--- src/rtl/ethernet_tx_frame_pkg.sv ---
// -----------------------------------------------------------------------------
// eth_tx_pkg
// Shared types and constants for the Ethernet transmit framer and for the
// byte-wide CRC-32 helper that the receive-side FCS checker also uses.
//   eth_tx_state_t : FSM state; the encoding is visible on o_fsm_state
//   PREAMBLE_BYTE / SFD_BYTE : wire symbols that open every frame
//   CRC_POLY / CRC_INIT      : reflected IEEE 802.3 CRC-32 constants
// -----------------------------------------------------------------------------
package eth_tx_pkg;

  typedef enum logic [2:0] {
    ST_IDLE     = 3'd0,
    ST_PREAMBLE = 3'd1,
    ST_SFD      = 3'd2,
    ST_DATA     = 3'd3,
    ST_PAD      = 3'd4,
    ST_FCS      = 3'd5,
    ST_IFG      = 3'd6,
    ST_ABORT    = 3'd7
  } eth_tx_state_t;

  localparam logic [7:0]  PREAMBLE_BYTE = 8'h55;
  localparam logic [7:0]  SFD_BYTE      = 8'hD5;
  localparam logic [31:0] CRC_POLY      = 32'hEDB88320;
  localparam logic [31:0] CRC_INIT      = 32'hFFFF_FFFF;
  localparam int          PREAMBLE_LEN  = 7;
  localparam int          FCS_LEN       = 4;

  // Byte counter width (saturates at 2047) and per-state cycle timer width.
  localparam int          CNT_W         = 11;
  localparam int          TIMER_W       = 16;

endpackage

--- src/rtl/ethernet_tx_frame_if.sv ---
// -----------------------------------------------------------------------------
// ethernet_tx_frame_if
// Upstream valid/ready byte stream feeding the framer. The signal names keep
// the framer's port-level view: i_* flow towards the framer, o_ready back.
//   i_valid : byte valid        i_data : byte
//   i_last  : final byte        o_ready: byte taken when i_valid & o_ready
// master = byte source, slave = framer.
// -----------------------------------------------------------------------------
interface ethernet_tx_frame_if;
  logic       i_valid;
  logic [7:0] i_data;
  logic       i_last;
  logic       o_ready;

  modport master (output i_valid, output i_data, output i_last, input o_ready);
  modport slave  (input i_valid, input i_data, input i_last, output o_ready);
endinterface

--- src/rtl/ethernet_tx_frame_crc32_d8.sv ---
// -----------------------------------------------------------------------------
// crc32_d8
// Combinational byte-wide CRC-32 next-state function (reflected 0xEDB88320,
// data bits taken LSB first, as they go onto the wire).
//   i_crc  [31:0] : current CRC register
//   i_byte [7:0]  : byte being appended
//   o_crc  [31:0] : CRC register after the byte
// No init or final XOR here; the caller owns both.
// -----------------------------------------------------------------------------
module crc32_d8
  import eth_tx_pkg::*;
(
  input  logic [31:0] i_crc,
  input  logic [7:0]  i_byte,
  output logic [31:0] o_crc
);

  always_comb begin : p_crc
    logic [31:0] c;
    // NOTE: blocking assignments are deliberate here: each loop iteration
    // must see the value produced by the previous one within the same pass.
    c = i_crc;
    for (int i = 0; i < 8; i++) begin
      if (c[0] ^ i_byte[i]) c = (c >> 1) ^ CRC_POLY;
      else                  c = c >> 1;
    end
    o_crc = c;
  end

endmodule

--- src/rtl/ethernet_tx_frame.sv ---
// -----------------------------------------------------------------------------
// ethernet_tx_frame
// Transmit Ethernet framer: takes frame bytes (DA..payload, no FCS) from an
// upstream stream and drives GMII with preamble, SFD, data, zero pad up to
// pMIN_FRAME, CRC-32 FCS (LSB first) and pIFG idle cycles.
//   i_tx_clk / i_rst_n      : GMII TX clock, async active-low reset
//   up (slave)              : upstream byte stream (valid/data/last/ready)
//   o_tx_en/o_tx_er/o_tx_d  : registered GMII outputs
//   o_fsm_state             : current state (what is on the wire this cycle)
//   o_fsm_state_changed     : high on the first cycle of a new state
// An upstream gap mid-frame (underrun) emits one error symbol and abandons
// the frame.
// -----------------------------------------------------------------------------
module ethernet_tx_frame
  import eth_tx_pkg::*;
#(
  parameter int pMIN_FRAME = 60,
  parameter int pIFG       = 12
) (
  input  logic                i_tx_clk,
  input  logic                i_rst_n,
  ethernet_tx_frame_if.slave  up,
  output logic                o_tx_en,
  output logic                o_tx_er,
  output logic [7:0]          o_tx_d,
  output logic [2:0]          o_fsm_state,
  output logic                o_fsm_state_changed
);

  localparam logic [CNT_W-1:0]   MIN_CNT  = CNT_W'(pMIN_FRAME);
  localparam logic [TIMER_W-1:0] PRE_LAST = TIMER_W'(PREAMBLE_LEN - 1);
  localparam logic [TIMER_W-1:0] FCS_LAST = TIMER_W'(FCS_LEN - 1);
  localparam logic [TIMER_W-1:0] IFG_LAST = TIMER_W'(pIFG - 1);

  eth_tx_state_t        r_state, w_state_nxt;
  logic [TIMER_W-1:0]   r_timer;
  logic [CNT_W-1:0]     r_count;
  logic [31:0]          r_crc, w_crc_nxt;
  logic                 r_last_q;
  logic                 r_tx_en, r_tx_er, r_state_changed;
  logic [7:0]           r_tx_d;
  logic                 w_tx_en_nxt, w_tx_er_nxt;
  logic [7:0]           w_tx_d_nxt, w_crc_byte;
  logic                 w_ready, w_accept, w_start;

  // Ready is a decode of the current state so the byte taken this cycle is
  // on the wire next cycle; last_q blocks bytes beyond the end of the frame.
  assign w_ready    = (r_state == ST_SFD) || ((r_state == ST_DATA) && !r_last_q);
  assign w_accept   = w_ready && up.i_valid;
  assign up.o_ready = w_ready;

  // Pad cycles append 0x00 to the CRC; accepted bytes append themselves.
  assign w_crc_byte = w_accept ? up.i_data : 8'h00;

  crc32_d8 u_crc (.i_crc(r_crc), .i_byte(w_crc_byte), .o_crc(w_crc_nxt));

  assign w_start = (w_state_nxt == ST_PREAMBLE) && (r_state != ST_PREAMBLE);

  // State register plus registered wire outputs, loaded from the next state
  // so the outputs always describe the state now held in r_state.
  always_ff @(posedge i_tx_clk or negedge i_rst_n) begin
    if (!i_rst_n) begin
      r_state         <= ST_IDLE;
      r_timer         <= '0;
      r_state_changed <= 1'b0;
      r_tx_en         <= 1'b0;
      r_tx_er         <= 1'b0;
      r_tx_d          <= 8'h00;
    end else begin
      r_state         <= w_state_nxt;
      r_timer         <= (w_state_nxt != r_state) ? '0 : r_timer + 1'b1;
      r_state_changed <= (w_state_nxt != r_state);
      r_tx_en         <= w_tx_en_nxt;
      r_tx_er         <= w_tx_er_nxt;
      r_tx_d          <= w_tx_d_nxt;
    end
  end

  // Next-state logic.
  always_comb begin
    // NOTE: assigning a default before the case keeps every path driven,
    // so no latch is inferred for states that simply hold.
    w_state_nxt = r_state;
    case (r_state)
      ST_IDLE:     if (up.i_valid) w_state_nxt = ST_PREAMBLE;
      ST_PREAMBLE: if (r_timer == PRE_LAST) w_state_nxt = ST_SFD;
      ST_SFD:      w_state_nxt = up.i_valid ? ST_DATA : ST_ABORT;
      ST_DATA: begin
        if (!r_last_q)                w_state_nxt = up.i_valid ? ST_DATA : ST_ABORT;
        else if (r_count < MIN_CNT)   w_state_nxt = ST_PAD;
        else                          w_state_nxt = ST_FCS;
      end
      ST_PAD:      if (r_count >= MIN_CNT) w_state_nxt = ST_FCS;
      ST_FCS:      if (r_timer == FCS_LAST) w_state_nxt = ST_IFG;
      ST_IFG:      if (r_timer == IFG_LAST) w_state_nxt = ST_IDLE;
      ST_ABORT:    w_state_nxt = ST_IFG;
      default:     w_state_nxt = ST_IDLE;
    endcase
  end

  // Wire contents for the state being entered.
  always_comb begin
    w_tx_en_nxt = 1'b0;
    w_tx_er_nxt = 1'b0;
    w_tx_d_nxt  = 8'h00;
    case (w_state_nxt)
      ST_PREAMBLE: begin w_tx_en_nxt = 1'b1; w_tx_d_nxt = PREAMBLE_BYTE; end
      ST_SFD:      begin w_tx_en_nxt = 1'b1; w_tx_d_nxt = SFD_BYTE;      end
      ST_DATA:     begin w_tx_en_nxt = 1'b1; w_tx_d_nxt = up.i_data;     end
      ST_PAD:      w_tx_en_nxt = 1'b1;
      ST_FCS:      begin w_tx_en_nxt = 1'b1; w_tx_d_nxt = ~r_crc[7:0];   end
      ST_ABORT:    begin w_tx_en_nxt = 1'b1; w_tx_er_nxt = 1'b1;         end
      default:     ;
    endcase
  end

  // Byte counter, CRC and last flag. During FCS the CRC register is shifted
  // down a byte per cycle so bit 7:0 always holds the next FCS byte.
  always_ff @(posedge i_tx_clk or negedge i_rst_n) begin
    if (!i_rst_n) begin
      r_count  <= '0;
      r_crc    <= CRC_INIT;
      r_last_q <= 1'b0;
    end else if (w_start) begin
      r_count  <= '0;
      r_crc    <= CRC_INIT;
      r_last_q <= 1'b0;
    end else if (w_accept) begin
      r_crc    <= w_crc_nxt;
      r_count  <= (r_count == '1) ? r_count : r_count + 1'b1;
      r_last_q <= up.i_last;
    end else if (w_state_nxt == ST_PAD) begin
      r_crc    <= w_crc_nxt;
      r_count  <= (r_count == '1) ? r_count : r_count + 1'b1;
    end else if (w_state_nxt == ST_FCS) begin
      r_crc    <= {8'hFF, r_crc[31:8]};
    end
  end

  assign o_tx_en             = r_tx_en;
  assign o_tx_er             = r_tx_er;
  assign o_tx_d              = r_tx_d;
  assign o_fsm_state         = r_state;
  assign o_fsm_state_changed = r_state_changed;

endmodule

--- src/flat_wrapper.sv ---
// flat-port wrapper written by rule: the top's interface ports become plain ports
module ethernet_tx_frame_flat import eth_tx_pkg::*;
#(
  parameter int pMIN_FRAME = 60,
  parameter int pIFG       = 12
)
  (i_tx_clk, i_rst_n, o_tx_en, o_tx_er, o_tx_d, o_fsm_state, o_fsm_state_changed, up_i_valid, up_i_data, up_i_last, up_o_ready);
  ethernet_tx_frame_if up_i ();
  input  logic i_tx_clk;
  input  logic i_rst_n;
  output logic o_tx_en;
  output logic o_tx_er;
  output logic [7:0] o_tx_d;
  output logic [2:0] o_fsm_state;
  output logic o_fsm_state_changed;
  input wire logic [$bits(up_i.i_valid)-1:0] up_i_valid;
  input wire logic [$bits(up_i.i_data)-1:0] up_i_data;
  input wire logic [$bits(up_i.i_last)-1:0] up_i_last;
  output wire logic [$bits(up_i.o_ready)-1:0] up_o_ready;
  assign up_i.i_valid = up_i_valid;
  assign up_i.i_data = up_i_data;
  assign up_i.i_last = up_i_last;
  assign up_o_ready = up_i.o_ready;
  ethernet_tx_frame #(.pMIN_FRAME(pMIN_FRAME), .pIFG(pIFG)) u_core (.i_tx_clk(i_tx_clk), .i_rst_n(i_rst_n), .up(up_i), .o_tx_en(o_tx_en), .o_tx_er(o_tx_er), .o_tx_d(o_tx_d), .o_fsm_state(o_fsm_state), .o_fsm_state_changed(o_fsm_state_changed));
endmodule
--- config.mk ---
export PLATFORM = sky130hd
export DESIGN_NAME = ethernet_tx_frame_flat
export DESIGN_NICKNAME = d
export VERILOG_FILES = /design/src/rtl/ethernet_tx_frame_pkg.sv /design/src/rtl/ethernet_tx_frame_if.sv /design/src/rtl/ethernet_tx_frame_crc32_d8.sv /design/src/rtl/ethernet_tx_frame.sv /design/src/flat_wrapper.sv
export SDC_FILE = /design/constraint.sdc
export NUM_CORES = 1
export LEC_CHECK = 0
export ABC_AREA = 1
export CAP_MARGIN = 10
export CORE_UTILIZATION = 60
export CTS_BUF_LIST = sky130_fd_sc_hd__clkbuf_4
export CTS_CLUSTER_SIZE = 20
export DETAILED_ROUTE_END_ITERATION = 6
export PLACE_DENSITY = 0.8
export SYNTH_ARGS = -nofsm -noshare
export SYNTH_HDL_FRONTEND = slang
export SYNTH_SLANG_ARGS = --single-unit
--- constraint.sdc ---
create_clock -name i_tx_clk -period 4.8 [get_ports i_tx_clk]
set_input_delay 0.72 -clock i_tx_clk [delete_from_list [all_inputs] [get_ports i_tx_clk]]
set_output_delay 0.72 -clock i_tx_clk [all_outputs]
set_load 0.03 [all_outputs]
==> Yosys cells after proc, flatten, opt, wreduce, memory -nomap -nowiden <==
Cells that the tools add are included.
{ "op_classes": {"order_cmp": 2, "addsub": 2, "n_eq_ne": 19, "bitwise_logic": 17, "n_mux": 32, "n_reduce_logical": 10} }
{ "op_table": {"columns": ["cell", "count"], "rows": [
  ["2-to-1 mux 32 bit", 12],
  ["NOT 13 -> 14 bit", 8],
  ["2-to-1 mux 11 bit", 4],
  ["case mux 8 bit (4 select lines)", 1],
  ["case mux 3 bit (8 select lines)", 1],
  ["== test 3 bit (second input constant)", 7],
  ["2-to-1 mux 3 bit", 7],
  ["adder 16 x 1 -> 16 bit (second input constant)", 1],
  ["== test 16 x 2 -> 1 bit (second input constant)", 1],
  ["== test 16 x 3 -> 1 bit (second input constant)", 1],
  ["== test 16 x 4 -> 1 bit (second input constant)", 1],
  ["2-to-1 mux 16 bit", 1],
  ["== test 3 x 2 -> 1 bit (second input constant)", 4],
  ["adder 11 x 1 -> 11 bit (second input constant)", 1],
  ["== test 11 bit (second input constant)", 1],
  ["greater-or-equal comparator 11 x 6 -> 1 bit (second input constant)", 1],
  ["< comparator 11 x 6 -> 1 bit (second input constant)", 1],
  ["2-to-1 mux 8 bit", 1],
  ["NOT 8 bit", 1],
  ["XOR 1 bit", 8],
  ["== test 3 x 1 -> 1 bit (second input constant)", 2],
  ["OR reduction 6 bit", 1],
  ["2-to-1 mux 1 bit", 5],
  ["nonzero test 4 bit", 1],
  ["8 further kinds", 10]
]} }
{ "word_totals": {"out_inout_bits": 15, "register_bits": 74, "inputBits": 12, "wordCells": 91} }

==> Depth between registers and ports, before layout <==
Gate-level depths: netlist (run 1).
{ "depth": {"ltp_word": 24, "ltp_mapped": 17, "mapped_depth_nobuf": 17} }

==> Modules after synthesis <==
Synthesis (run 1) repeated with hierarchy kept, for this count alone.
{ "hier_totals": {"hier_cells": 716, "area_unflattened_um2": 5327.6} }
{ "modules_own_cells": {"columns": ["mod", "instances", "cells_each", "area_per_inst_um2", "seq_area_each_um2"], "rows": [
  ["ethernet_tx_frame", 1, 521, 4093.9, 1891.8],
  ["crc32_d8", 1, 195, 1233.7, 0.0]
]} }

==> Least setup slack after synthesis (run 1) <==
Ideal clock, no wire load.
{ "synth_timing": {"path_type": "reg2reg", "startpoint": "reg u_core.r_state[0] (netlist: u_core.o_fsm_state[0])", "endpoint": "reg u_core.r_crc[13]", "path_buffers": 2, "path_stages_with_launch": 14, "path_slack_ns": 2.662, "setup_time_ns": 0.078, "t_required_ns": 4.722, "synth_period_minus_slack_ns": 2.138, "arrival_time_ns": 2.060, "path_cell_list": "dfrtp_1 inv_1 nor3_1 nand3_1 nand2_1 nor2_1 nand3_1 nand2_1 nand2_1 buf_4 buf_4 nor3_1 o21ai_0 inv_1"} }
{ "synth_via": {"elab_chain_cells": 19, "word_cells_on_any_way": 40, "classes_between": "eq/ne (11); mux (18); bitwise (5); reduce/logical (6)"} }
{ "synth_rtl": {"columns": ["element", "line_no", "text"], "rows": [
  ["start, declared", "ethernet_tx_frame.sv:35", "eth_tx_state_t r_state, w_state_nxt;"],
  ["start signal, assigned", "ethernet_tx_frame.sv:70", "r_state <= w_state_nxt;"],
  ["== test 3 x 2 -> 1 bit", "ethernet_tx_frame.sv:48, ethernet_tx_frame.sv:84", null],
  ["logical AND 1 bit", "ethernet_tx_frame.sv:48", "assign w_ready = (r_state == ST_SFD) || ((r_state == ST_DATA) && !r_last_q);"],
  ["logical OR 1 bit", "ethernet_tx_frame.sv:48", null],
  ["logical AND 1 bit", "ethernet_tx_frame.sv:49", "assign w_accept = w_ready && up.i_valid;"],
  ["2-to-1 mux 8 bit", "ethernet_tx_frame.sv:53", "assign w_crc_byte = w_accept ? up.i_data : 8'h00;"],
  ["XOR 1 bit", "ethernet_tx_frame_crc32_d8.sv:24", "if (c[0] ^ i_byte[i]) c = (c >> 1) ^ CRC_POLY;"],
  ["2-to-1 mux 32 bit", "ethernet_tx_frame_crc32_d8.sv:24", null],
  ["NOT 13 -> 14 bit (no source line)", null, null],
  ["2-to-1 mux 32 bit (4 in series)", "ethernet_tx_frame_crc32_d8.sv:24", null],
  ["NOT 13 -> 14 bit (no source line)", null, null],
  ["2-to-1 mux 32 bit (3 in series)", "ethernet_tx_frame_crc32_d8.sv:24", null],
  ["2-to-1 mux 32 bit", "ethernet_tx_frame.sv:132", "end else if (w_state_nxt == ST_PAD) begin"],
  ["2-to-1 mux 32 bit", "ethernet_tx_frame.sv:128", "end else if (w_accept) begin"],
  ["2-to-1 mux 32 bit", "ethernet_tx_frame.sv:124", "end else if (w_start) begin"],
  ["end signal, assigned", "ethernet_tx_frame.sv:129", "r_crc <= w_crc_nxt;"],
  ["end signal, assigned", "ethernet_tx_frame.sv:133", "r_crc <= w_crc_nxt;"],
  ["end signal, assigned", "ethernet_tx_frame.sv:136", "r_crc <= {8'hFF, r_crc[31:8]};"],
  ["end, declared", "ethernet_tx_frame.sv:38", "logic [31:0] r_crc, w_crc_nxt;"]
]} }
Parallel ways exist; a longest one is shown, timed or not.
A chain may end at the register's enable or synchronous reset.

==> Worst setup path after layout (run 1) <==
{ "layout_timing": {"startpoint": "reg u_core.r_timer[8]", "endpoint": "reg u_core.r_crc[8]"} }
{ "layout_via": {"elab_chain_cells": 7, "word_cells_on_any_way": 15, "classes_between": "eq/ne (6); mux (7); reduce/logical (2)"} }
{ "layout_rtl": {"columns": ["element", "line_no", "text"], "rows": [
  ["start, declared", "ethernet_tx_frame.sv:36", "logic [TIMER_W-1:0] r_timer;"],
  ["start signal, assigned", "ethernet_tx_frame.sv:71", "r_timer <= (w_state_nxt != r_state) ? '0 : r_timer + 1'b1;"],
  ["== test 16 x 4 -> 1 bit, or another cell as far along", "ethernet_tx_frame.sv:95", "ST_IFG: if (r_timer == IFG_LAST) w_state_nxt = ST_IDLE;"],
  ["2-to-1 mux 3 bit (on tied branches)", "ethernet_tx_frame.sv:95, ethernet_tx_frame.sv:86, ethernet_tx_frame.sv:94", null],
  ["case mux 3 bit (8 select lines) *", "ethernet_tx_frame.sv:84", "case (r_state)"],
  ["== test 3 bit", "ethernet_tx_frame.sv:132", null],
  ["2-to-1 mux 32 bit", "ethernet_tx_frame.sv:132", null],
  ["2-to-1 mux 32 bit", "ethernet_tx_frame.sv:128", null],
  ["2-to-1 mux 32 bit", "ethernet_tx_frame.sv:124", null]
]} }
Every way passes the cells marked *; elsewhere a longest branch is shown, timed or not.

==> run_results.csv, run 1 <==
group,metric,value,unit
finish,seq_area,1892,µm²
grt,grtUsageTotal,30.14,%
cts,postCtsHoldBufs,0,
cts,clk_pin_slew,0.15,ns
timing,hold_viol,0,
worst_setup_path,path_cells,"nor2_1 -> nand3_1 -> nor2_1 -> nand3_1 -> nand2_1 -> nand3_1 -> nand2_1 -> buf_4 -> nand2_1 -> buf_4 -> inv_1 -> nand2_1 -> nand3_1 -> nand2_1 -> o21ai_0",
cts,cts_made_buffers,9,
worst_setup_path,reg2reg_slack,1.64,ns
logic_synthesis,synth-edff-count,0,
detailed_routing,drtAntennaViolNets,0,
grt,antenna_found_initial,0,
logic_synthesis,synth.most_common_cell,"nand2_1",
cts,cts_setup_buffers,0,
cts,h-tree-depth,3,
worst_setup_path,cp_slowest_cell,"inv_1",
logic_synthesis,synth_top_area_share,21.57,%
grt,grt_max_degree,75,
pwr,p_seq_share,25.3,%
flow_run,maxCapViolations,0,
pwr,irDropWorstVdd,0.5306,mV
worst_setup_path,critPathArrivalTime,3.51,ns
cts,clockBufferDepth,2,
detailed_routing,viasPerCell,5.577,
worst_setup_path,path_max_fanout,30,
timing,tightest_slew,0.9516,ns
timing,hold_slack,0.4175,ns
logic_synthesis,yosys.cell_types.count,36,
placed_design,portBuffers,26,
detailed_routing,drc,0,
timing,finalCriticalPeriod,3.164,ns
detailed_routing,wl_per_cell,14.72,µm
pwr,p_leak,0.002733,µW
floorplan,die-area,8487,µm²
timing,maxSlewHeadroom,36.49,%
logic_synthesis,synth_common_cells,"nand2_1 (214), inv_1 (99), nand3_1 (80)",
pwr,powerDensity,749.0,nW/µm²
logic_synthesis,synth_area_per_cell,7.043,µm²
placed_design,place_hpwl,8559,µm
worst_setup_path,critPathLaunchType,"flip-flop",
finish,nFillCells,649,
timing,post-route-period-util,65.91,%
worst_setup_path,regToRegStartpoint,"u_core.r_timer[8]$_DFF_PN0_",
logic_synthesis,yosysWarningCount,0,
cts,insertion_delay,0.44,ns
pwr,power_frac_comb,63.1,%
floorplan,num_rows,32,
floorplan,core-area,7807,µm²
floorplan,die_w,92.13,µm
logic_synthesis,synth.area.top_cells,"dfrtp_1 (22%), dfstp_2 (17%), nand2_1 (16%)",
worst_setup_path,worstReg2RegEnd,"u_core.r_crc[8]$_DFFE_PN1P_",
logic_synthesis,postSynthCellCount,692,
floorplan,chipHeight,92.13,µm
grt,grt_pass1_wl,20080,µm
timing,fin_setup_tns,0,ns
detailed_routing,dr.pass1.iters,5,
worst_setup_path,reg2regPathDepth,15,
timing,drv_slew,0,
floorplan,ios,27,
logic_synthesis,synth_area,4873,µm²
finish,antennaDiodeCount,0,
worst_setup_path,critPathMaxStageDelay,0.71,ns
grt,grt_pass1_vias,4285,
cts,cts_sinks,74,
worst_setup_path,endpoint_kind,"flip-flop",
finish,multi_input_area,2519,µm²
cts,cts_root_buf,"clkbuf_4",
logic_synthesis,ys_seq_area_share,38.82,%
worst_setup_path,cp.required,5.15,ns
logic_synthesis,synth-async-reset-ratio,100.0,%
timing,finalSetupViolations,0,
pwr,p_int,1871,µW
finish,fin_nets,734,
logic_synthesis,ys.flop_type,"dfrtp_1",
floorplan,initial_core_util,62.42,%
placed_design,gp_congestion,0.9395,
pwr,power_frac_clock,11.6,%
timing,finClkSkew,0.02623,ns
worst_setup_path,path_class,"flip-flop to flip-flop",
logic_synthesis,ys_seq_elements,74,
outcome,outcome,"completed",
detailed_routing,num_vias,4601,
logic_synthesis,synth_fp_nets,708,
finish,area_growth,10.12,%
worst_setup_path,critical_path.most_common_cell,"nand2_1",
detailed_routing,wl,12140,µm
detailed_routing,drt_iter0_markers,313,
logic_synthesis,yosys.area.top_type,"dfrtp_1",
pwr,sw_frac_of_total,53.44,%
finish,drive_above_1_share,10.51,%
pwr,p_switching,2148,µW
cts,cts_resized,0,
timing,rsz0062_at_grt,"false",
timing,maxClockFrequency,0.3161,GHz
worst_hold_path,hold_class,"primary input to async pin",
grt,grt-ovfl-total,0,
cts,cts_tree,"yes",
cells by family after synthesis:
logic type,Yosys count,share of synthesized area (%)
simple gates,393,35.15
buf+inv,116,9.499
flops,74,38.82
compound gates,69,7.728
xor+xnor,36,7.779
fa+ha+maj,4,1.027
cell usage in the layout, fill, tap and decap left out, types with 8 or more instances in the layout:
master	n
nand2_1	214
inv_1	99
nand3_1	80
nor2_1	55
dfrtp_1	42
dfstp_2	32
o21ai_0	29
a21oi_1	25
clkdlybuf4s50_1	25
xor2_1	24
nor3_1	13
clkbuf_4	9
nand2_2	8
xnor2_1	8
registers in the layout (all words and copies together), names as in the netlist:
register,cells
u_core.r_timer,16
u_core.o_fsm_state_changed,1
u_core.r_last_q,1
u_core.o_tx_en,1
u_core.r_crc,32
u_core.o_tx_er,1
u_core.r_count,11
u_core.o_tx_d,8
u_core.o_fsm_state,3
power by group through the flow:
| stage | registers [µW] | logic (µW) | clock network, µW |
|---|---|---|---|
| final | 1020 | 2540 | 466 |
| after global routing | 1030 | 2830 | 493 |
| after CTS | 1010 | 2490 | 471 |
| after detailed placement | 1020 | 2480 | 0 |
| after global placement | 1010 | 2420 | 0 |
| after floorplan | 1080 | 1810 | 0 |
how the worst max path moves through the flow:
stage | startpoint | to | cells after the start
after detailed placement | up_i_valid | u_core.r_crc[8]$_DFFE_PN1P_ | 13
final | u_core.r_timer[8]$_DFF_PN0_ | u_core.r_crc[8]$_DFFE_PN1P_ | 15
after CTS | u_core.r_timer[8]$_DFF_PN0_ | u_core.r_crc[8]$_DFFE_PN1P_ | 15
after floorplan | u_core.o_fsm_state[0]$_DFF_PN0_ | u_core.r_crc[13]$_DFFE_PN1P_ | 13
after global routing | u_core.r_timer[8]$_DFF_PN0_ | u_core.r_crc[8]$_DFFE_PN1P_ | 15
after global placement | up_i_valid | u_core.r_crc[7]$_DFFE_PN1P_ | 13
metal layers:
layer / part of all wire (%) / track usage [%] / up-vias
li1: - / - / 2231
met1: 45 / 41.43 / 2132
met2: 46 / 48.07 / 203
met4: 2.3 / 10.29 / 0
met3: 7.4 / 5.307 / 35
met5: 0 / 0 / -
layout make-up:
cell class / count / area share, %
inverters: 103 / 7.204
multi-input cells: 502 / 46.93
clock buffers: 9 / 1.259
repair buffers: 28 / 5.083
clock inverters: 7 / 1.889
well taps: 102 / 2.378
flip-flops and latches: 74 / 35.25
critical path: cells and delay by family, from the launching register on:
kind	cells	cell delay, ns
compound gates	1	0.09
buf+inv	3	1.18
flops	1	0.46
simple gates	11	1.32
through the flow:
step | utilization [%] | power (µW) | worst slack, ns | instance area (µm²) | std cells
after global placement | 66.57 | 3432 | 1.375 | 5197 | 809
final | 68.73 | 4020 | 1.636 | 5366 | 825
after global routing | 68.73 | 4355 | 1.336 | 5366 | 825
after floorplan | - | 2888 | 2.662 | 4873 | 692
after CTS | 68.73 | 3970 | 1.718 | 5366 | 825
after detailed placement | 66.57 | 3495 | 1.282 | 5197 | 809
Power figures use the tool's default switching activity.
==> run 2: changes to the inputs <==
--- a/config.mk
+++ b/config.mk
@@ -7,11 +7,11 @@
 export LEC_CHECK = 0
 export ABC_AREA = 1
 export CAP_MARGIN = 10
-export CORE_UTILIZATION = 60
+export CORE_UTILIZATION = 56
 export CTS_BUF_LIST = sky130_fd_sc_hd__clkbuf_4
 export CTS_CLUSTER_SIZE = 20
 export DETAILED_ROUTE_END_ITERATION = 6
-export PLACE_DENSITY = 0.8
+export PLACE_DENSITY = 0.78
 export SYNTH_ARGS = -nofsm -noshare
 export SYNTH_HDL_FRONTEND = slang
 export SYNTH_SLANG_ARGS = --single-unit
==> constraint.sdc (replaced) <==
create_clock -name i_tx_clk -period 2.8 [get_ports i_tx_clk]
set_input_delay 0.42 -clock i_tx_clk [delete_from_list [all_inputs] [get_ports i_tx_clk]]
set_output_delay 0.42 -clock i_tx_clk [all_outputs]
set_load 0.03 [all_outputs]
==> run 2 against run 1 <==
Compared with the run above:
- non-clock buffer count rose by 16
- core utilization fell by 2.5 points
- sequential cell count is the same
- count of clock-buffer cells in the layout unchanged
- clock skew is 0.0031 ns higher
- register-to-register slack worse by 1.4 ns
- routed wire length increased by 4.4%
==> run_results.csv, run 2 (same netlist as run 1, synthesis figures left out) <==
group,metric,value,unit
floorplan,chipHeight,95.29,µm
floorplan,die_w,95.29,µm
finish,largest-register,"u_core.r_crc",
worst_setup_path,critPathArrivalTime,2.94,ns
detailed_routing,wl,12670,µm
cts,cts_made_buffers,9,
cts,cts_root_buf,"clkbuf_4",
worst_setup_path,path_max_fanout,11,
worst_setup_path,worstReg2RegEnd,"u_core.r_crc[19]$_DFFE_PN1P_",
worst_setup_path,endpoint_kind,"flip-flop",
finish,area_growth,12.79,%
pwr,p_leak,0.002806,µW
finish,final_util,66.23,%
timing,maxClockFrequency,0.3864,GHz
finish,multi_input_area,2526,µm²
cts,clockBufferDepth,2,
grt,grt_pass1_wl,20790,µm
floorplan,ios,27,
worst_setup_path,startpoint,"u_core.o_fsm_state[0]$_DFF_PN0_",
grt,grt_max_degree,75,
grt,grtUsageTotal,30.25,%
timing,finalCriticalPeriod,2.588,ns
pwr,irDropWorstVdd,0.5688,mV
floorplan,core-area,8299,µm²
cts,cts_setup_buffers,0,
worst_setup_path,reg2reg_slack,0.21,ns
worst_setup_path,regToRegStartpoint,"u_core.o_fsm_state[0]$_DFF_PN0_",
finish,seq_area,1892,µm²
finish,antennaDiodeCount,0,
pwr,power,7120,µW
finish,layout_common_cells,"nand2_1 (214), inv_1 (99), nand3_1 (80)",
worst_setup_path,critPathLaunchType,"flip-flop",
timing,tightest_slew,0.9316,ns
timing,hold_viol,0,
grt,antenna_found_initial,0,
flow_run,maxCapViolations,0,
worst_setup_path,reg2regPathDepth,17,
timing,maxSlewHeadroom,37.89,%
detailed_routing,wl_per_cell,15.02,µm
placed_design,place_ws,-0.1371,ns
timing,finalSetupViolations,0,
finish,drive_above_1_share,12.45,%
worst_setup_path,cp.required,3.16,ns
finish,final_common_cell,"nand2_1",
detailed_routing,drtAntennaViolNets,0,
timing,drv_slew,0,
detailed_routing,drc,0,
cts,insertion_delay,0.45,ns
detailed_routing,num_vias,4600,
floorplan,die-area,9079,µm²
finish,nFillCells,718,
timing,post-route-period-util,92.42,%
finish,largestRegisters,"u_core.r_crc (32), u_core.r_timer (16), u_core.r_count (11)",
finish,fin_nets,750,
floorplan,initial_core_util,58.72,%
pwr,powerDensity,1295,nW/µm²
cts,cts_tree,"yes",
worst_setup_path,crit_path_end,"u_core.r_crc[19]$_DFFE_PN1P_",
detailed_routing,dr.pass1.iters,5,
grt,grt-ovfl-total,0,
grt,grt_pass1_vias,4299,
timing,worst_slack,0.2122,ns
placed_design,place_hpwl,9249,µm
cts,h-tree-depth,3,
cts,clk_pin_slew,0.14,ns
worst_hold_path,hold_class,"primary input to async pin",
timing,finClkSkew,0.02930,ns
placed_design,gp_congestion,0.9021,
placed_design,portBuffers,26,
outcome,outcome,"completed",
worst_setup_path,path_class,"flip-flop to flip-flop",
detailed_routing,drt_iter0_markers,401,
cts,cts_sinks,74,
floorplan,num_rows,33,
detailed_routing,viasPerCell,5.450,
finish,largest_reg_flops,32,
## run 2: how the worst min path moves through the flow
stage | slack [ns] | start | end
floorplan | 0.12 | i_rst_n | u_core.o_fsm_state[0]$_DFF_PN0_
detailed placement | 0.48 | u_core.r_timer[0]$_DFF_PN0_ | u_core.r_timer[0]$_DFF_PN0_
global route | 0.16 | i_rst_n | u_core.r_count[6]$_DFFE_PN0P_
global placement | 0.47 | u_core.r_timer[0]$_DFF_PN0_ | u_core.r_timer[0]$_DFF_PN0_
finish | 0.07 | i_rst_n | u_core.r_count[2]$_DFFE_PN0P_
CTS | 0.12 | i_rst_n | u_core.r_count[2]$_DFFE_PN0P_
## run 2: timing repair
item,in CTS,in global routing
gates resized for setup,0,1
hold buffers,0,0
setup endpoints to repair,0,2
## run 2: report_power, final
part	internal, µW	total, µW	leakage (µW)	switching, µW
clock	278	701	0.0000710	423
sequential	1520	1750	0.000901	229
combinational	1540	4670	0.00183	3130
total	3340	7120	0.00281	3780
## run 2: stage by stage
step / hold slack (ns) / TNS, ns / instance area (µm²) / cells
after floorplan: 0.1244 / 0 / 4873 / 692
after global placement: 0.4725 / -0.3089 / 5346 / 828
after detailed placement: 0.4771 / -0.3336 / 5346 / 828
after CTS: 0.1225 / 0 / 5489 / 844
after global routing: 0.1558 / -0.001395 / 5497 / 844
final: 0.07155 / 0 / 5497 / 844
## run 2: cell type report
class / instances / share of cell area, %
Clock buffer: 9 / 1.229
Clock inverter: 7 / 1.366
Inverter: 103 / 7.034
Multi-Input combinational cell: 502 / 45.96
Sequential cell: 74 / 34.42
Tap cell: 105 / 2.390
Timing Repair Buffer: 44 / 7.603
## run 2: critical path, stage by stage (launching register included)
cell and delay (ns):
dfrtp_1 0.40, buf_4 0.16, nand2_1 0.11, nand2_2 0.10, nor2_8 0.18, buf_12 0.15
nand2_1 0.06, nand2_1 0.06, nand2_1 0.15, inv_1 0.18, nand2_1 0.07, nand2_1 0.27
nand2_1 0.09, nand2_1 0.11, inv_1 0.05, nand2_1 0.07, nand3_1 0.13, a21oi_1 0.19
## run 2: layer usage
layer / share of wire [%] / track usage (%) / wire length, µm / vias to the layer above
met3: 6.3 / 5.024 / 803 / 22
met5: 0 / 0 / 0 / -
met4: 2.2 / 10.23 / 276 / 0
li1: - / - / - / 2262
met1: 46 / 42.15 / 5893 / 2156
met2: 45 / 47.56 / 5700 / 160
==> run 3: changes to the inputs <==
--- a/config.mk
+++ b/config.mk
@@ -11,6 +11,7 @@
 export CTS_BUF_LIST = sky130_fd_sc_hd__clkbuf_4
 export CTS_CLUSTER_SIZE = 20
 export DETAILED_ROUTE_END_ITERATION = 6
+export MAX_ROUTING_LAYER = met4
 export PLACE_DENSITY = 0.78
 export SYNTH_ARGS = -nofsm -noshare
 export SYNTH_HDL_FRONTEND = slang
==> run 3 against run 2 <==
Compared with the run above:
- via count down 1.4%
- sequential cell count unchanged
- die area unchanged
- core utilization up 0.29 points
- design area up 0.43%
- clock skew down 0.0022 ns
- non-clock buffer count up 1
- first-iteration DRC count down 4.2%
==> run_results.csv, run 3 (same netlist as run 1, synthesis figures left out) <==
group,metric,value,unit
worst_hold_path,hold_class,"primary input to async pin",
detailed_routing,num_vias,4536,
timing,maxSlewHeadroom,37.93,%
pwr,p_leak,0.002828,µW
detailed_routing,drt_iter0_markers,384,
detailed_routing,wl_per_cell,14.64,µm
worst_setup_path,critPathMaxStageDelay,0.45,ns
timing,maxClockFrequency,0.3930,GHz
finish,final_util,66.52,%
finish,largestRegisters,"u_core.r_crc (32), u_core.r_timer (16), u_core.r_count (11)",
timing,rsz0062_at_grt,"false",
grt,grtUsageTotal,30.11,%
placed_design,gp_congestion,0.9390,
floorplan,die_w,95.29,µm
detailed_routing,wl,12370,µm
grt,grt_max_degree,75,
detailed_routing,viasPerCell,5.368,
timing,finalCriticalPeriod,2.545,ns
cts,clk_pin_slew,0.14,ns
worst_setup_path,path_max_fanout,16,
cts,postCtsHoldBufs,0,
worst_setup_path,critPathArrivalTime,2.90,ns
timing,hold_viol,0,
timing,drv_slew,0,
floorplan,core-area,8299,µm²
detailed_routing,dr.pass1.iters,6,
cts,h-tree-depth,3,
detailed_routing,drc,0,
flow_run,maxCapViolations,0,
worst_setup_path,critPathLaunchType,"flip-flop",
worst_setup_path,worstReg2RegEnd,"u_core.r_crc[8]$_DFFE_PN1P_",
timing,tightest_slew,0.9310,ns
floorplan,die-area,9079,µm²
finish,layout_common_cells,"nand2_1 (214), inv_1 (99), nand3_1 (80)",
grt,grt_pass1_vias,4209,
timing,fin_setup_tns,0,ns
finish,largest_reg_flops,32,
grt,antenna_found_initial,0,
grt,grt-ovfl-total,0,
floorplan,num_rows,33,
detailed_routing,drtAntennaViolNets,0,
finish,fin_nets,751,
placed_design,portBuffers,26,
finish,largest-register,"u_core.r_crc",
timing,post-route-period-util,90.88,%
grt,grt_pass1_wl,20070,µm
finish,drive_above_1_share,12.70,%
worst_setup_path,endpoint_kind,"flip-flop",
worst_setup_path,critPathTopFamily,"simple AND/OR/NAND/NOR gates",
cts,cts_sinks,74,
pwr,irDropWorstVdd,0.6292,mV
worst_setup_path,crit_path_end,"u_core.r_crc[8]$_DFFE_PN1P_",
worst_setup_path,path_class,"flip-flop to flip-flop",
finish,final_common_cell,"nand2_1",
worst_setup_path,critical_path.most_common_cell,"nand2_1",
worst_setup_path,regToRegStartpoint,"u_core.r_timer[8]$_DFF_PN0_",
timing,finalSetupViolations,0,
outcome,outcome,"completed",
worst_setup_path,startpoint,"u_core.r_timer[8]$_DFF_PN0_",
cts,cts_tree,"yes",
cts,cts_root_buf,"clkbuf_4",
placed_design,place_hpwl,9008,µm
cts,clockBufferDepth,2,
cts,insertion_delay,0.44,ns
finish,antennaDiodeCount,0,
worst_setup_path,cp_slowest_cell,"dfrtp_1",
timing,finClkSkew,0.02711,ns
worst_setup_path,reg2regPathDepth,15,
finish,area_growth,13.27,%
cts,cts_made_buffers,9,
worst_setup_path,path_buf_inv,2,
floorplan,ios,27,
floorplan,initial_core_util,58.72,%
floorplan,chipHeight,95.29,µm
pwr,powerDensity,1299,nW/µm²
worst_setup_path,path_cells,"nor2_1 -> nand3_1 -> nor2_1 -> nand3_1 -> nand2_1 -> nand2_1 -> nand3_1 -> nand2_1 -> nand2_1 -> inv_1 -> buf_4 -> nand2_1 -> nand3_1 -> nand2_1 -> o21ai_0",
pwr,power,7171,µW
worst_setup_path,path_depth,15,
worst_setup_path,cp.required,3.16,ns
worst_setup_path,reg2reg_slack,0.26,ns
timing,hold_slack,0.09877,ns
-- run 3: cell count changes in the layout (fill, tap and decap cells not counted), sizes merged --
cell,delta
bufinv,+1
clkinvlp,-2
clkinv,+1
buf,+1
-- run 3: through the flow --
step | worst slack [ns] | std cells | instance area [µm²]
finish | 0.2553 | 845 | 5520
global route | 0.0004294 | 845 | 5520
CTS | 0.2301 | 845 | 5508
detailed placement | -0.05757 | 829 | 5341
global placement | -0.009014 | 829 | 5341
floorplan | 0.6621 | 692 | 4873
-- run 3: area by class of cell --
class	instances	area, µm²
Inverter	103	386.6
Tap cell	105	131.4
Timing Repair Buffer	45	412.9
Fill cell	737	2779
Clock buffer	9	67.56
Clock inverter	7	98.84
Multi-Input combinational cell	502	2531
Sequential cell	74	1892
-- run 3: power breakdown --
part	switching [µW]	leakage (µW)	internal, µW	total [µW]
Sequential	230	0.000901	1520	1750
Combinational	3100	0.00184	1540	4640
Clock	416	0.0000890	370	786
Total	3740	0.00283	3430	7170
-- run 3: layer usage --
metal	track usage [%]	share of wire [%]	up-vias
li1	-	-	2263
met1	41.13	47	2097
met2	45.95	45	154
met3	3.668	5.6	22
met4	10.86	2.1	0
met5	-	0	-
-- run 3: how the worst min path moves through the flow --
stage / startpoint / end / cells after the start
2_1_floorplan: i_rst_n / u_core.o_fsm_state[0]$_DFF_PN0_ / 0
4_1_cts: i_rst_n / u_core.r_count[3]$_DFFE_PN0P_ / 1
3_3_place_gp: u_core.r_timer[0]$_DFF_PN0_ / u_core.r_timer[0]$_DFF_PN0_ / 1
6_report: i_rst_n / u_core.r_count[3]$_DFFE_PN0P_ / 1
3_5_place_dp: u_core.r_timer[0]$_DFF_PN0_ / u_core.r_timer[0]$_DFF_PN0_ / 1
5_1_grt: i_rst_n / u_core.r_count[3]$_DFFE_PN0P_ / 1
-- run 3: timing repair --
action                     4_1_cts  5_1_grt
gates resized for setup          0        2
buffers inserted                 0        0
setup endpoints to repair        0        2
-- run 3: worst register-to-register path, stage by stage, from the launching register on --
cell	delay [ns]
dfrtp_1	0.45
nor2_1	0.11
nand3_1	0.07
nor2_1	0.23
nand3_1	0.12
nand2_1	0.12
nand2_1	0.09
nand3_1	0.15
nand2_1	0.11
nand2_1	0.31
inv_1	0.11
buf_4	0.21
nand2_1	0.08
nand3_1	0.14
nand2_1	0.10
o21ai_0	0.09
